### src/rtl/ccu_ctrl_snoop_seq.sv
// ccu_ctrl_snoop_seq
//
// Snoop sequencer between the CCU main FSM and the snoop-response unit. For one coherent read it
// sends an AC snoop to every port except the initiator and collects each CR response. It then
// hands the response unit a decided operation (forward data or invalid-ack) with shared/dirty
// flags. It steers exactly one port's CD beats into the unit CD FIFO and sinks the CD beats of
// every other port that owes data.
//
// Ports:
//   clk_i, rst_i               clock, asynchronous active-high reset
//   start_valid_i/ready_o      sequence request from the CCU FSM; start_init_i = initiator
//   ac_valid_o/ac_ready_i      per-port snoop address handshake
//   cr_valid_i/cr_ready_o      per-port snoop response handshake, cr_resp_i = 5 bits per port
//                              ([0] DataTransfer, [1] Error, [2] PassDirty, [3] IsShared,
//                              [4] WasUnique)
//   cd_valid_i/cd_ready_o      per-port snoop data handshake
//   cd_sel_o, cd_handshake_o   mux select and push strobe into the unit CD FIFO
//   cd_fifo_full_i             unit CD FIFO full
//   su_req_o/su_gnt_i          request/grant to the snoop-response unit
//   su_op_o                    0 = READ_SNP_DATA, 1 = SEND_INVALID_ACK_R
//   shared_o, dirty_o          accumulated IsShared / PassDirty
//   busy_o                     sequence in progress
module ccu_ctrl_snoop_seq #(
  parameter int unsigned NoMstPorts      = 4,
  parameter int unsigned DcacheLineWords = 2,
  localparam int unsigned MstIdxBits     = (NoMstPorts > 1) ? $clog2(NoMstPorts) : 1
) (
  input  logic                    clk_i,
  input  logic                    rst_i,
  input  logic                    start_valid_i,
  output logic                    start_ready_o,
  input  logic [MstIdxBits-1:0]   start_init_i,
  output logic [NoMstPorts-1:0]   ac_valid_o,
  input  logic [NoMstPorts-1:0]   ac_ready_i,
  input  logic [NoMstPorts-1:0]   cr_valid_i,
  output logic [NoMstPorts-1:0]   cr_ready_o,
  input  logic [5*NoMstPorts-1:0] cr_resp_i,
  input  logic [NoMstPorts-1:0]   cd_valid_i,
  output logic [NoMstPorts-1:0]   cd_ready_o,
  output logic [MstIdxBits-1:0]   cd_sel_o,
  output logic                    cd_handshake_o,
  input  logic                    cd_fifo_full_i,
  output logic                    su_req_o,
  input  logic                    su_gnt_i,
  output logic                    su_op_o,
  output logic                    shared_o,
  output logic                    dirty_o,
  output logic                    busy_o
);

  localparam int unsigned CntBits = $clog2(DcacheLineWords);
  localparam logic [CntBits-1:0] LastBeat = CntBits'(DcacheLineWords - 1);

  typedef enum logic [2:0] {StIdle, StSnoop, StIssue, StFwd, StDrain} state_e;

  state_e                                 state_q, state_d;
  logic [NoMstPorts-1:0]                  target_q, target_d;
  logic [NoMstPorts-1:0]                  ac_done_q, ac_done_d;
  logic [NoMstPorts-1:0]                  cr_done_q, cr_done_d;
  logic [NoMstPorts-1:0]                  data_mask_q, data_mask_d;
  logic [NoMstPorts-1:0]                  drain_mask_q, drain_mask_d;
  logic                                   shared_q, shared_d;
  logic                                   dirty_q, dirty_d;
  logic                                   op_q, op_d;
  logic [MstIdxBits-1:0]                  sel_q, sel_d;
  logic [CntBits-1:0]                     beat_cnt_q, beat_cnt_d;
  logic [NoMstPorts-1:0][CntBits-1:0]     drain_cnt_q, drain_cnt_d;

  logic [NoMstPorts-1:0] cr_hs;
  logic [NoMstPorts-1:0] sel_oh;
  logic                  result_valid;

  // WasUnique is carried on the bus but does not affect the decision.
  logic [5*NoMstPorts-1:0] unused_cr_resp;
  assign unused_cr_resp = cr_resp_i;

  assign sel_oh = NoMstPorts'(1) << sel_q;

  // Decision outputs are only meaningful from ISSUE entry until the return to IDLE.
  assign result_valid = (state_q == StIssue) || (state_q == StFwd) || (state_q == StDrain);
  assign su_op_o      = op_q & result_valid;
  assign shared_o     = shared_q & result_valid;
  assign dirty_o      = dirty_q & result_valid;
  assign busy_o       = (state_q != StIdle);

  always_comb begin
    state_d        = state_q;
    target_d       = target_q;
    ac_done_d      = ac_done_q;
    cr_done_d      = cr_done_q;
    data_mask_d    = data_mask_q;
    drain_mask_d   = drain_mask_q;
    shared_d       = shared_q;
    dirty_d        = dirty_q;
    op_d           = op_q;
    sel_d          = sel_q;
    beat_cnt_d     = beat_cnt_q;
    drain_cnt_d    = drain_cnt_q;
    cr_hs          = '0;
    start_ready_o  = 1'b0;
    ac_valid_o     = '0;
    cr_ready_o     = '0;
    cd_ready_o     = '0;
    cd_sel_o       = '0;
    cd_handshake_o = 1'b0;
    su_req_o       = 1'b0;

    unique case (state_q)
      StIdle: begin
        start_ready_o = 1'b1;
        if (start_valid_i) begin
          for (int i = 0; i < NoMstPorts; i++) begin
            target_d[i] = (MstIdxBits'(i) != start_init_i);
          end
          ac_done_d    = '0;
          cr_done_d    = '0;
          data_mask_d  = '0;
          drain_mask_d = '0;
          shared_d     = 1'b0;
          dirty_d      = 1'b0;
          beat_cnt_d   = '0;
          drain_cnt_d  = '0;
          // Single-port system: nobody to snoop, answer with an invalid-ack.
          if (target_d == '0) begin
            op_d    = 1'b1;
            state_d = StIssue;
          end else begin
            state_d = StSnoop;
          end
        end
      end

      StSnoop: begin
        ac_valid_o = target_q & ~ac_done_q;
        // Registered ac_done keeps a CR from being taken in its own AC handshake cycle.
        cr_ready_o = ac_done_q & ~cr_done_q;
        ac_done_d  = ac_done_q | (ac_valid_o & ac_ready_i);
        cr_hs      = cr_ready_o & cr_valid_i;
        for (int i = 0; i < NoMstPorts; i++) begin
          if (cr_hs[i]) begin
            cr_done_d[i] = 1'b1;
            if (cr_resp_i[5*i+3]) shared_d = 1'b1;
            if (cr_resp_i[5*i] && !cr_resp_i[5*i+1]) begin
              data_mask_d[i] = 1'b1;
              if (cr_resp_i[5*i+2]) dirty_d = 1'b1;
            end
            // Errored data still has to be pulled off the CD channel and thrown away.
            if (cr_resp_i[5*i] && cr_resp_i[5*i+1]) drain_mask_d[i] = 1'b1;
          end
        end
        if (cr_done_q == target_q) begin
          op_d = (data_mask_q == '0);
          for (int i = int'(NoMstPorts) - 1; i >= 0; i--) begin
            if (data_mask_q[i]) sel_d = MstIdxBits'(i);
          end
          state_d = StIssue;
        end
      end

      StIssue: begin
        su_req_o = 1'b1;
        if (su_gnt_i) begin
          if (!op_q) begin
            beat_cnt_d = '0;
            state_d    = StFwd;
          end else if (drain_mask_q != '0) begin
            state_d = StDrain;
          end else begin
            state_d = StIdle;
          end
        end
      end

      StFwd: begin
        cd_sel_o          = sel_q;
        cd_ready_o[sel_q] = ~cd_fifo_full_i;
        cd_handshake_o    = cd_valid_i[sel_q] & ~cd_fifo_full_i;
        if (cd_handshake_o) begin
          if (beat_cnt_q == LastBeat) begin
            // Other clean suppliers owe a line too; sink it after the forward.
            drain_mask_d = drain_mask_q | (data_mask_q & ~sel_oh);
            beat_cnt_d   = '0;
            state_d      = (drain_mask_d != '0) ? StDrain : StIdle;
          end else begin
            beat_cnt_d = beat_cnt_q + CntBits'(1);
          end
        end
      end

      StDrain: begin
        cd_ready_o = drain_mask_q;
        for (int i = 0; i < NoMstPorts; i++) begin
          if (drain_mask_q[i] && cd_valid_i[i]) begin
            if (drain_cnt_q[i] == LastBeat) begin
              drain_mask_d[i] = 1'b0;
              drain_cnt_d[i]  = '0;
            end else begin
              drain_cnt_d[i] = drain_cnt_q[i] + CntBits'(1);
            end
          end
        end
        if (drain_mask_d == '0) state_d = StIdle;
      end

      default: state_d = StIdle;
    endcase
  end

  always_ff @(posedge clk_i or posedge rst_i) begin
    if (rst_i) begin
      state_q      <= StIdle;
      target_q     <= '0;
      ac_done_q    <= '0;
      cr_done_q    <= '0;
      data_mask_q  <= '0;
      drain_mask_q <= '0;
      shared_q     <= 1'b0;
      dirty_q      <= 1'b0;
      op_q         <= 1'b0;
      sel_q        <= '0;
      beat_cnt_q   <= '0;
      drain_cnt_q  <= '0;
    end else begin
      state_q      <= state_d;
      target_q     <= target_d;
      ac_done_q    <= ac_done_d;
      cr_done_q    <= cr_done_d;
      data_mask_q  <= data_mask_d;
      drain_mask_q <= drain_mask_d;
      shared_q     <= shared_d;
      dirty_q      <= dirty_d;
      op_q         <= op_d;
      sel_q        <= sel_d;
      beat_cnt_q   <= beat_cnt_d;
      drain_cnt_q  <= drain_cnt_d;
    end
  end

endmodule
### config.mk
export PLATFORM = sky130hd
export DESIGN_NAME = ccu_ctrl_snoop_seq
export DESIGN_NICKNAME = d
export VERILOG_FILES = /design/src/rtl/ccu_ctrl_snoop_seq.sv
export SDC_FILE = /design/constraint.sdc
export NUM_CORES = 1
export LEC_CHECK = 0
export ABC_AREA = 1
export BUFFER_PORTS_ARGS = -buffer_cell sky130_fd_sc_hd__buf_4
export CORE_MARGIN = 2
export CORE_UTILIZATION = 53
export DETAILED_ROUTE_END_ITERATION = 7
export PLACE_DENSITY = 0.8
export RECOVER_POWER = 25
export SLEW_MARGIN = 20
export SYNTH_ARGS = -nofsm -noshare
export SYNTH_HDL_FRONTEND = slang
export SYNTH_SLANG_ARGS = --single-unit
### constraint.sdc
create_clock -name clk_i -period 1.5 [get_ports clk_i]
set_input_delay 0.3 -clock clk_i [delete_from_list [all_inputs] [get_ports clk_i]]
set_output_delay 0.3 -clock clk_i [all_outputs]
set_load 0.02 [all_outputs]
==> results by group <==
Synth
  • Top-count cell post-synth: nand2_1
  • Synth Area in XOR/XNOR: 0
  • Adder-Cell Fraction of Synth Area: 0
  • Syn_nets: 362
  • Share of the synthesized area in the top cell type: 0.366
  • Post-synth ARST share: 1.00
  • Post-synth top cells: 99 x nand2_1, 41 x inv_1, 33 x dfrtp_1, 23 x nand3_1, 23 x o21ai_0
  • Compound-gate portion of the synthesized area: 0.149
  • Mapped Area: 2260 um2
  • Synth Instances: 323
  • Mux contribution to synthesized area: 0
  • Primary FF master, synth: dfrtp_1
  • Netlist cell types: 31
  • Sequential share of the synthesized area: 0.366
  • Largest family of logic cells by synthesized area: simple AND/OR/NAND/NOR gates
  • Warnings from Yosys: 0
  • Top post-synthesis cells by area: dfrtp_1 37%, nand2_1 16%, inv_1 6.8%
  • Post-Synth Simple-Gate Area: 0.374
  • Syn Area/Cell: 6.99 um2
  • #FFs+latches synth: 33
  • Post-synth EDFFs: 0
  • Synth area leader: dfrtp_1

Drt
  • Number of DRC markers in iteration 0: 274
  • WL final: 8440 um
  • Residual DRC count: 0
  • Drt wl/cell: 17.5 um
  • Remaining antenna violation count: 0
  • Via count: 2763
  • Drt pass-1 iters: 6
  • DR vias/cell: 5.74

Final layout
  • Synth-to-layout area growth: 60.2%
  • Register Area: 828 um2
  • Final net count: 469
  • Final non-filler cell total: 481
  • Fillers: 185
  • Antenna fix cells: 0
  • Footprint of the multi-input gates: 1480 um2
  • Ratio of cells with drive above 1 in the final layout: 0.471

GRT
  • Largest net degree at the start of global routing: 34
  • Global-route wire length before repair: 11300 um
  • Number of global-route vias before repair: 2423
  • Overflow after GRT: 0
  • Total track usage: 0.294
  • Initial antenna violation count: 0

Die
  • DIE AREA: 4800 um2
  • Core ar.: 4060 um2
  • Ports: 60
  • Vert. Die Dim: 69.3 um
  • Die width: 69.3 um
  • Starting Density: 0.557
  • Cell row count: 23

STA
  • Post-route setup slack: -0.380 ns
  • Slew headroom: 0.402
  • Max Freq: 532 MHz
  • Setup TNS: -7.56 ns
  • Pins Over Slew Limit: 0
  • Min Clock Period, post-route: 1.88 ns
  • Endpoints failing hold: 0
  • Crit share post-route: 1.25
  • Worst slew pin tran: 0.896 ns
  • Final Setup Violations: 45
  • RSZ-0062 raised after global routing: true
  • Clock skew: 0.00836 ns

Clock network
  • Number of CTS-inserted buffers: 5
  • CTS sink cnt: 33
  • Hold Buf Count CTS: 0
  • CTS Buffer Depth: 2
  • Clock H-tree levels: 2
  • Root Driver: clkbuf_8
  • Clk_lat worst skew: 0.30 ns
  • CTS clk-pin slew, worst paths: 0.08 ns
  • CTS tree: built

Min path
  • Hold depth: 3
  • Hold Crit Class: input port to register

Power
  • Register share of total power: 0.222
  • Switching pwr: 0.00362 W
  • IR drop worst, VDD: 1.18 mV
  • Clock power frac: 0.105
  • Comb pwr share: 0.673
  • Static Leak: 1.84 nW
  • Sw Share: 0.483
  • Power Dens Cells: 2070 nW/um2
  • Int Power: 0.00388 W

Setup path
  • Startpoint types: register
  • CP Capture Type: output port
  • Worst Path Required: 1.20 ns
  • CP Max Fanout: 7
  • Critical path arrival: 1.58 ns
  • CP Class: register to output port
  • Reg2Reg Depth: 12

Outcome
  • Status: finished, violations left
  • Violated checks: negative setup slack

Place
  • Post-detail-place hpwl: 4870 um
  • DP Cell Count: 444
  • GP Congestion: 0.954
  • IO buf count: 55

Run
  • Max_cap viols: 0
==> layout by cell type, fill, tap and decap left out, types with 3 or more instances in the layout <==
cell      instances
nand2_1          86
buf_4            78
inv_1            36
dfrtp_1          31
buf_6            20
nand3_1          19
nor2_1           15
nand2_4          12
nand2_2          11
o21ai_0          11
inv_2             8
nor2_4            8
a21oi_1           8
a21oi_2           8
o21ai_2           8
o21ai_1           7
clkbuf_8          7
nand3_2           6
nor3_2            6
o21a_1            4
nor3_4            4
o32ai_2           4
buf_12            4
inv_4             3
nor2_2            3
nor3_1            3
==> layer usage <==
layer | up-vias | GRT usage | share of wire | wire, um
li1 | 1258 | - | - | -
met1 | 1294 | 0.371 | 0.38 | 3170
met2 | 168 | 0.509 | 0.51 | 4270
met3 | 43 | 0.0451 | 0.075 | 636
met4 | 0 | 0.109 | 0.043 | 360
met5 | - | 0 | 0 | 0
==> path summary, 6_finish.rpt <==
check	start	to	slack, ns
worst max register to register	state_q[0]	drain_mask_q[0]	-0.25
worst max-delay path	state_q[0]	cr_ready_o[1]	-0.38
max in group asynchronous	rst_i	state_q[1]	0.61
worst min register to register	drain_mask_q[1]	drain_mask_q[1]	0.54
min in group asynchronous	rst_i	sel_q[0]	0.27
worst min-delay path	ac_ready_i[0]	ac_done_q[0]	0.26
==> sequential cells by signal, summed over array words and instances, names as in the netlist <==
register      cells
beat_cnt_q        1
drain_cnt_q       4
op_q              1
drain_mask_q      4
ac_done_q         4
data_mask_q       4
state_q           3
sel_q             2
shared_q          1
target_q          4
cr_done_q         4
dirty_q           1
==> kinds of logic after synthesis <==
logic type,Yosys count
flip-flops,33
buffers and inverters,55
AND/OR/NAND/NOR,180
AO/OA/AOI/OAI,55
==> critical path, cell delays in order, from the launching register on <==
cell     delay (ns)
dfrtp_2        0.42
inv_2          0.07
nor2_4         0.15
nand2_4        0.12
buf_4          0.17
nor3_2         0.17
buf_4          0.18
==> timing repair <==
| item | in CTS | in global routing |
|---|---|---|
| gates resized for setup | 37 | 83 |
| buffers inserted | 10 | 19 |
| pin swaps | 2 | 20 |
| endpoints found under the setup margin | 21 | 54 |
==> cell type report <==
type / count / area share
Inverter: 49 / 0.0598
Multi-Input combinational cell: 235 / 0.408
Timing Repair Buffer: 106 / 0.258
Clock inverter: 1 / 0.00138
Sequential cell: 33 / 0.229
Tap cell: 50 / 0.0173
Clock buffer: 7 / 0.0266
==> power groups by stage <==
stage / registers, W / clock network, W / logic (W)
after floorplan: 0.00152 / 0 / 0.00239
after global placement: 0.00156 / 0 / 0.00338
after detailed placement: 0.00158 / 0 / 0.00345
after CTS: 0.00158 / 0.000780 / 0.00392
after global routing: 0.00172 / 0.000832 / 0.00540
final: 0.00167 / 0.000785 / 0.00505
==> metrics by stage <==
stage | setup WS (ns) | instance area [um2] | utilization | hold WS, ns | total power [W]
6_report | -0.380 | 3620 | 0.892 | 0.256 | 0.00750
5_1_grt | -0.417 | 3620 | 0.892 | 0.266 | 0.00795
4_1_cts | -0.255 | 3200 | 0.788 | 0.107 | 0.00629
3_5_place_dp | 0.00106 | 2890 | 0.711 | 0.425 | 0.00503
3_3_place_gp | 0.00510 | 2890 | 0.711 | 0.424 | 0.00494
2_1_floorplan | -0.147 | 2270 | - | 0.429 | 0.00391
Power figures use the tool's default switching activity.
